$ cat src/rtl/product_byte_reader_if.sv
// Byte read-out bus of the product reader: capture handshake from the
// multiplier side plus the valid/ready byte stream toward the consumer.
interface product_byte_reader_if;
    logic        load;
    logic [15:0] datain;
    logic        load_ready;
    logic [7:0]  out_data;
    logic        out_valid;
    logic        out_ready;
    logic        out_last;
    logic        busy;

    // master: producer/consumer environment; slave: the reader itself
    modport master (
        output load, datain, out_ready,
        input  load_ready, out_data, out_valid, out_last, busy
    );

    modport slave (
        input  load, datain, out_ready,
        output load_ready, out_data, out_valid, out_last, busy
    );
endinterface

$ cat src/rtl/product_byte_reader.sv
// Captures a 16-bit product on load and streams it out as two bytes,
// sharing clock-enable / sync-clear semantics with the datapath registers.
module product_byte_reader #(
    parameter bit MSB_FIRST = 1'b0
) (
    input  logic                        clk,
    input  logic                        aclr_n,
    input  logic                        sclr_n,
    input  logic                        clk_ena,
    product_byte_reader_if.slave        bus
);

    typedef enum logic [1:0] {
        IDLE  = 2'd0,
        BYTE0 = 2'd1,
        BYTE1 = 2'd2
    } state_t;

    state_t      state, state_nxt;
    logic [15:0] shadow, shadow_nxt;
    logic [7:0]  data_q, data_nxt;
    logic        valid_q, valid_nxt;
    logic        last_q, last_nxt;
    logic        busy_q, busy_nxt;

    logic [7:0]  first_byte;
    logic [7:0]  second_byte;
    logic        xfer;

    // first byte comes straight from datain so it is visible one edge after load;
    // second byte comes from the shadow so later datain changes cannot leak in
    assign first_byte  = MSB_FIRST ? bus.datain[15:8] : bus.datain[7:0];
    assign second_byte = MSB_FIRST ? shadow[7:0]      : shadow[15:8];
    assign xfer        = valid_q & bus.out_ready;

    always_ff @(posedge clk or negedge aclr_n) begin
        if (!aclr_n) begin
            state   <= IDLE;
            shadow  <= 16'd0;
            data_q  <= 8'd0;
            valid_q <= 1'b0;
            last_q  <= 1'b0;
            busy_q  <= 1'b0;
        end else if (clk_ena) begin
            state   <= state_nxt;
            shadow  <= shadow_nxt;
            data_q  <= data_nxt;
            valid_q <= valid_nxt;
            last_q  <= last_nxt;
            busy_q  <= busy_nxt;
        end
    end

    always_comb begin
        state_nxt  = state;
        shadow_nxt = shadow;
        data_nxt   = data_q;
        valid_nxt  = valid_q;
        last_nxt   = last_q;
        busy_nxt   = busy_q;

        if (!sclr_n) begin
            // clear wins over everything, dropping any bytes still in flight
            state_nxt  = IDLE;
            shadow_nxt = 16'd0;
            data_nxt   = 8'd0;
            valid_nxt  = 1'b0;
            last_nxt   = 1'b0;
            busy_nxt   = 1'b0;
        end else begin
            case (state)
                IDLE: begin
                    if (bus.load) begin
                        state_nxt  = BYTE0;
                        shadow_nxt = bus.datain;
                        data_nxt   = first_byte;
                        valid_nxt  = 1'b1;
                        last_nxt   = 1'b0;
                        busy_nxt   = 1'b1;
                    end
                end
                BYTE0: begin
                    if (xfer) begin
                        state_nxt = BYTE1;
                        data_nxt  = second_byte;
                        last_nxt  = 1'b1;
                    end
                end
                BYTE1: begin
                    // load is not accepted here, hence the one-cycle bubble
                    if (xfer) begin
                        state_nxt = IDLE;
                        valid_nxt = 1'b0;
                        last_nxt  = 1'b0;
                        busy_nxt  = 1'b0;
                    end
                end
                default: begin
                    state_nxt = IDLE;
                    valid_nxt = 1'b0;
                    last_nxt  = 1'b0;
                    busy_nxt  = 1'b0;
                end
            endcase
        end
    end

    assign bus.load_ready = (state == IDLE);
    assign bus.out_data   = data_q;
    assign bus.out_valid  = valid_q;
    assign bus.out_last   = last_q;
    assign bus.busy       = busy_q;

endmodule
$ cat src/flat_wrapper.sv
// flat-port wrapper written by rule: the top's interface ports become plain ports
module product_byte_reader_flat 
#(
    parameter bit MSB_FIRST = 1'b0
)
  (clk, aclr_n, sclr_n, clk_ena, bus_load, bus_datain, bus_out_ready, bus_load_ready, bus_out_data, bus_out_valid, bus_out_last, bus_busy);
  product_byte_reader_if bus_i ();
  input  logic clk;
  input  logic aclr_n;
  input  logic sclr_n;
  input  logic clk_ena;
  input wire logic [$bits(bus_i.load)-1:0] bus_load;
  input wire logic [$bits(bus_i.datain)-1:0] bus_datain;
  input wire logic [$bits(bus_i.out_ready)-1:0] bus_out_ready;
  output wire logic [$bits(bus_i.load_ready)-1:0] bus_load_ready;
  output wire logic [$bits(bus_i.out_data)-1:0] bus_out_data;
  output wire logic [$bits(bus_i.out_valid)-1:0] bus_out_valid;
  output wire logic [$bits(bus_i.out_last)-1:0] bus_out_last;
  output wire logic [$bits(bus_i.busy)-1:0] bus_busy;
  assign bus_i.load = bus_load;
  assign bus_i.datain = bus_datain;
  assign bus_i.out_ready = bus_out_ready;
  assign bus_load_ready = bus_i.load_ready;
  assign bus_out_data = bus_i.out_data;
  assign bus_out_valid = bus_i.out_valid;
  assign bus_out_last = bus_i.out_last;
  assign bus_busy = bus_i.busy;
  product_byte_reader #(.MSB_FIRST(MSB_FIRST)) u_core (.clk(clk), .aclr_n(aclr_n), .sclr_n(sclr_n), .clk_ena(clk_ena), .bus(bus_i));
endmodule
$ cat config.mk
export PLATFORM = sky130hd
export DESIGN_NAME = product_byte_reader_flat
export DESIGN_NICKNAME = d
export VERILOG_FILES = /design/src/rtl/product_byte_reader_if.sv /design/src/rtl/product_byte_reader.sv /design/src/flat_wrapper.sv
export SDC_FILE = /design/constraint.sdc
export NUM_CORES = 1
export LEC_CHECK = 0
export ABC_CLOCK_PERIOD_IN_PS = 1800
export CAP_MARGIN = 30
export CORE_MARGIN = 3
export CORE_UTILIZATION = 50
export CTS_BUF_LIST = sky130_fd_sc_hd__clkbuf_16
export DETAILED_ROUTE_END_ITERATION = 16
export DONT_BUFFER_PORTS = 1
export PLACE_DENSITY = 0.66
export SYNTH_ARGS = -nofsm -noshare
export SYNTH_HDL_FRONTEND = slang
export SYNTH_SLANG_ARGS = --single-unit
$ cat constraint.sdc
create_clock -name clk -period 1.8 [get_ports clk]
set_input_delay 0.18 -clock clk [delete_from_list [all_inputs] [get_ports clk]]
set_output_delay 0.18 -clock clk [all_outputs]
set_load 0.03 [all_outputs]
==> summary.txt <==
Status
  – Status: complete, no violations

Worst setup path
  – Type of the worst setup path: reg -> reg
  – Worst-case reg-to-reg path depth: 5
  – CP required: 1.93 ns
  – Worst setup EP type: flip-flop
  – FF-to-FF Start: u_core.state[0]
  – Reg-to-reg setup timing slack: 0.31 ns
  – Critical Path Start: u_core.state[0]
  – Worst-path fanout max: 9
  – Crit start category: flip-flop
  – Reg2Reg Capture Point: u_core.bus.out_data[3]
  – Arr. time, crit path: 1.62 ns
  – Worst setup path end: u_core.bus.out_data[3]

Drt
  – Post-route DRC: 0
  – Pre-Repair DR Iteration Count: 4
  – Via density: 6.09
  – ANT nets after route: 0
  – Routed wire length: 2290 um
  – Via count: 798
  – WL/cell: 17.5 um
  – Initial DRC count: 10

Synthesis
  – Top_reg_cell synth: dfrtp_1
  – Synthesized Nets: 124
  – Yosys cell types: 28
  – Most instantiated cells after synthesis: dfrtp_1, nand2_1, nand3_1
  – Number of synthesized flops with an enable pin: 0
  – Yosys top cell by area: dfrtp_1
  – #FFs+latches synth: 20
  – Synth area leaders: dfrtp_1, o211ai_2, mux2_2, nand2_1, a22o_1
  – Cell Area, Synth: 0.00110 mm^2
  – Share of the synthesized area in the top cell type: 45.7%
  – Sequential area share after synthesis: 45.7%
  – Post-synthesis cell count: 102
  – Most common cell in the netlist: dfrtp_1
  – Yosys warns: 0
  – Syn_area_per_cell: 10.7 um^2
  – Post-synth ARST share: 100%

Die
  – Ports: 34
  – Die Area: 0.00279 mm^2
  – FP Rows: 16
  – DIE HEIGHT: 52.8 um
  – Die width: 52.8 um
  – Initial Util: 54.2%
  – Core area: 0.00202 mm^2

Timing
  – Unrepaired setup endpoints after global routing: no
  – Max Slew Vio Count: 0
  – Final worst-path cycle share: 82.7%
  – WHS: 0.00965 ns
  – Worst Tran Pin Value: 0.912 ns
  – Final setup violating endpoints: 0
  – Min Tclk post-route: 1.49 ns
  – Hold Vio Cnt, Final: 0
  – Peak Freq: 672 MHz
  – TNS Setup: 0 ns
  – Slew headroom: 39.0%
  – Worst Skew: 0.00470 ns

Place
  – Buffers on Ports: 0
  – Dpl cell area: 0.00111 mm^2
  – Gpl congestion: 0.803
  – Final HPWL DP: 1690 um
  – Dpl cells: 126

Pwr
  – Peak supply drop: 614 uV
  – Power per cell area: 1370 mW/mm^2
  – Total power: 1.65 mW
  – LEAKAGE: 0.543 nW

Clock tree
  – Clock Tree Buf Depth: 2
  – Root Driver: clkbuf_16
  – Max H-tree Level: 1
  – CTS tree: yes
  – Clock-pin slew on the worst setup and hold paths: 0.06 ns
  – CTS Buf Count: 3
  – Clock latency on the worst-skew pair: 0.25 ns
  – Post_cts resized: 0
  – Sink Count: 20

Run
  – # Max-Cap Violations: 0

Global route
  – Largest net degree at the start of global routing: 23
  – First-pass GRT wire length: 3720 um
  – Grt ovf: 0
  – Initial antenna violation count: 0
  – Vias in the first global route: 849
  – Total GRT Usage: 18.4%

Final layout
  – Area grow syn2layout: 9.82%
  – Final cell count without fillers: 131
  – Share of layout cells above drive strength 1: 25.0%
  – Filler cells: 180
  – Net count, final: 127
  – Post-route design area: 0.00120 mm^2
  – Antenna cells: 0

Worst hold path
  – Worst Hold Class: in -> reg
-- sequential cells by signal (all words and copies together) (netlist names) --
signal / flops
u_core.bus.out_data: 8
u_core.bus.out_last: 1
u_core.state: 2
u_core.bus.busy: 1
u_core.shadow: 8
-- metal layers --
metal,routed length (um),global-route usage (%),vias to the layer above
met4,19,6.38,0
met1,912,20.9,397
met5,0,0,-
met3,187,5.70,2
li1,-,-,374
met2,1170,32.0,25
-- timing repair --
action                    in CTS  in global routing
hold endpoints to repair      20                  0
hold buffers                   1                  0
buffers inserted               0                  0
-- area by class of cell --
cell class | instances | area, um^2 | share of cell area [%]
Inverter | 3 | 11.3 | 0.936
Tap cell | 27 | 33.8 | 2.81
Clock inverter | 1 | 3.75 | 0.312
Timing Repair Buffer | 5 | 40.0 | 3.33
Multi-Input combinational cell | 72 | 539 | 44.8
Clock buffer | 3 | 75.1 | 6.24
Sequential cell | 20 | 500 | 41.6
-- cell families (layout without fill, tap and decap cells) --
logic type,Yosys count,after routing,synth area share (%)
AO/OA/AOI/OAI,28,28,25.2
AND/OR/NAND/NOR,36,36,15.8
multiplexers,8,8,8.22
flip-flops,20,20,45.7
buffers and inverters,10,12,5.14
-- how the worst min path moves through the flow --
| stage | start | to | slack [ns] | depth (start not counted) |
|---|---|---|---|---|
| 4_1_cts | clk_ena | u_core.bus.busy | 0.007 | 1 |
| 5_1_grt | clk_ena | u_core.bus.busy | 0.02 | 1 |
| 3_3_place_gp | aclr_n | u_core.shadow[11] | -0.12 | 0 |
| 2_1_floorplan | aclr_n | u_core.bus.busy | -0.12 | 0 |
| 3_5_place_dp | aclr_n | u_core.shadow[12] | -0.12 | 0 |
| 6_report | clk_ena | u_core.bus.busy | 0.01 | 1 |
-- cells in the final DEF, fill, tap and decap left out --
cell type,instances
a21oi_1,1
a22o_1,8
a2bb2oi_1,2
a31oi_1,1
a32o_1,1
a41oi_1,1
and2_1,1
and2b_1,1
and3_1,1
buf_4,4
clkbuf_16,3
clkinv_1,1
dfrtp_1,20
dlygate4sd3_1,1
inv_1,3
mux2_2,8
nand2_1,19
nand2b_1,1
nand2b_4,1
nand3_1,9
nor2_1,1
nor2b_1,1
o211ai_2,8
o21ai_0,3
o21ai_4,1
o22ai_1,1
o31ai_4,1
or2_1,1
-- critical path: stages (launching register included) --
cell,delay [ns]
dfrtp_1,0.48
nor2b_1,0.17
buf_4,0.19
mux2_2,0.35
nand2_1,0.10
o211ai_2,0.07
-- per-stage QoR --
stage / util (%) / setup slack, ns
after global placement: 55.1 / 0.337
after floorplan: - / 0.331
after detailed placement: 55.1 / 0.318
after global routing: 59.5 / 0.230
after CTS: 59.5 / 0.301
final: 59.5 / 0.311
-- report_power, final --
| group | internal (mW) | leakage [nW] | switching (mW) |
|---|---|---|---|
| sequential | 0.543 | 0.268 | 0.213 |
| combinational | 0.197 | 0.237 | 0.231 |
| clock | 0.296 | 0.0385 | 0.168 |
(Power assumes the default switching activity.)
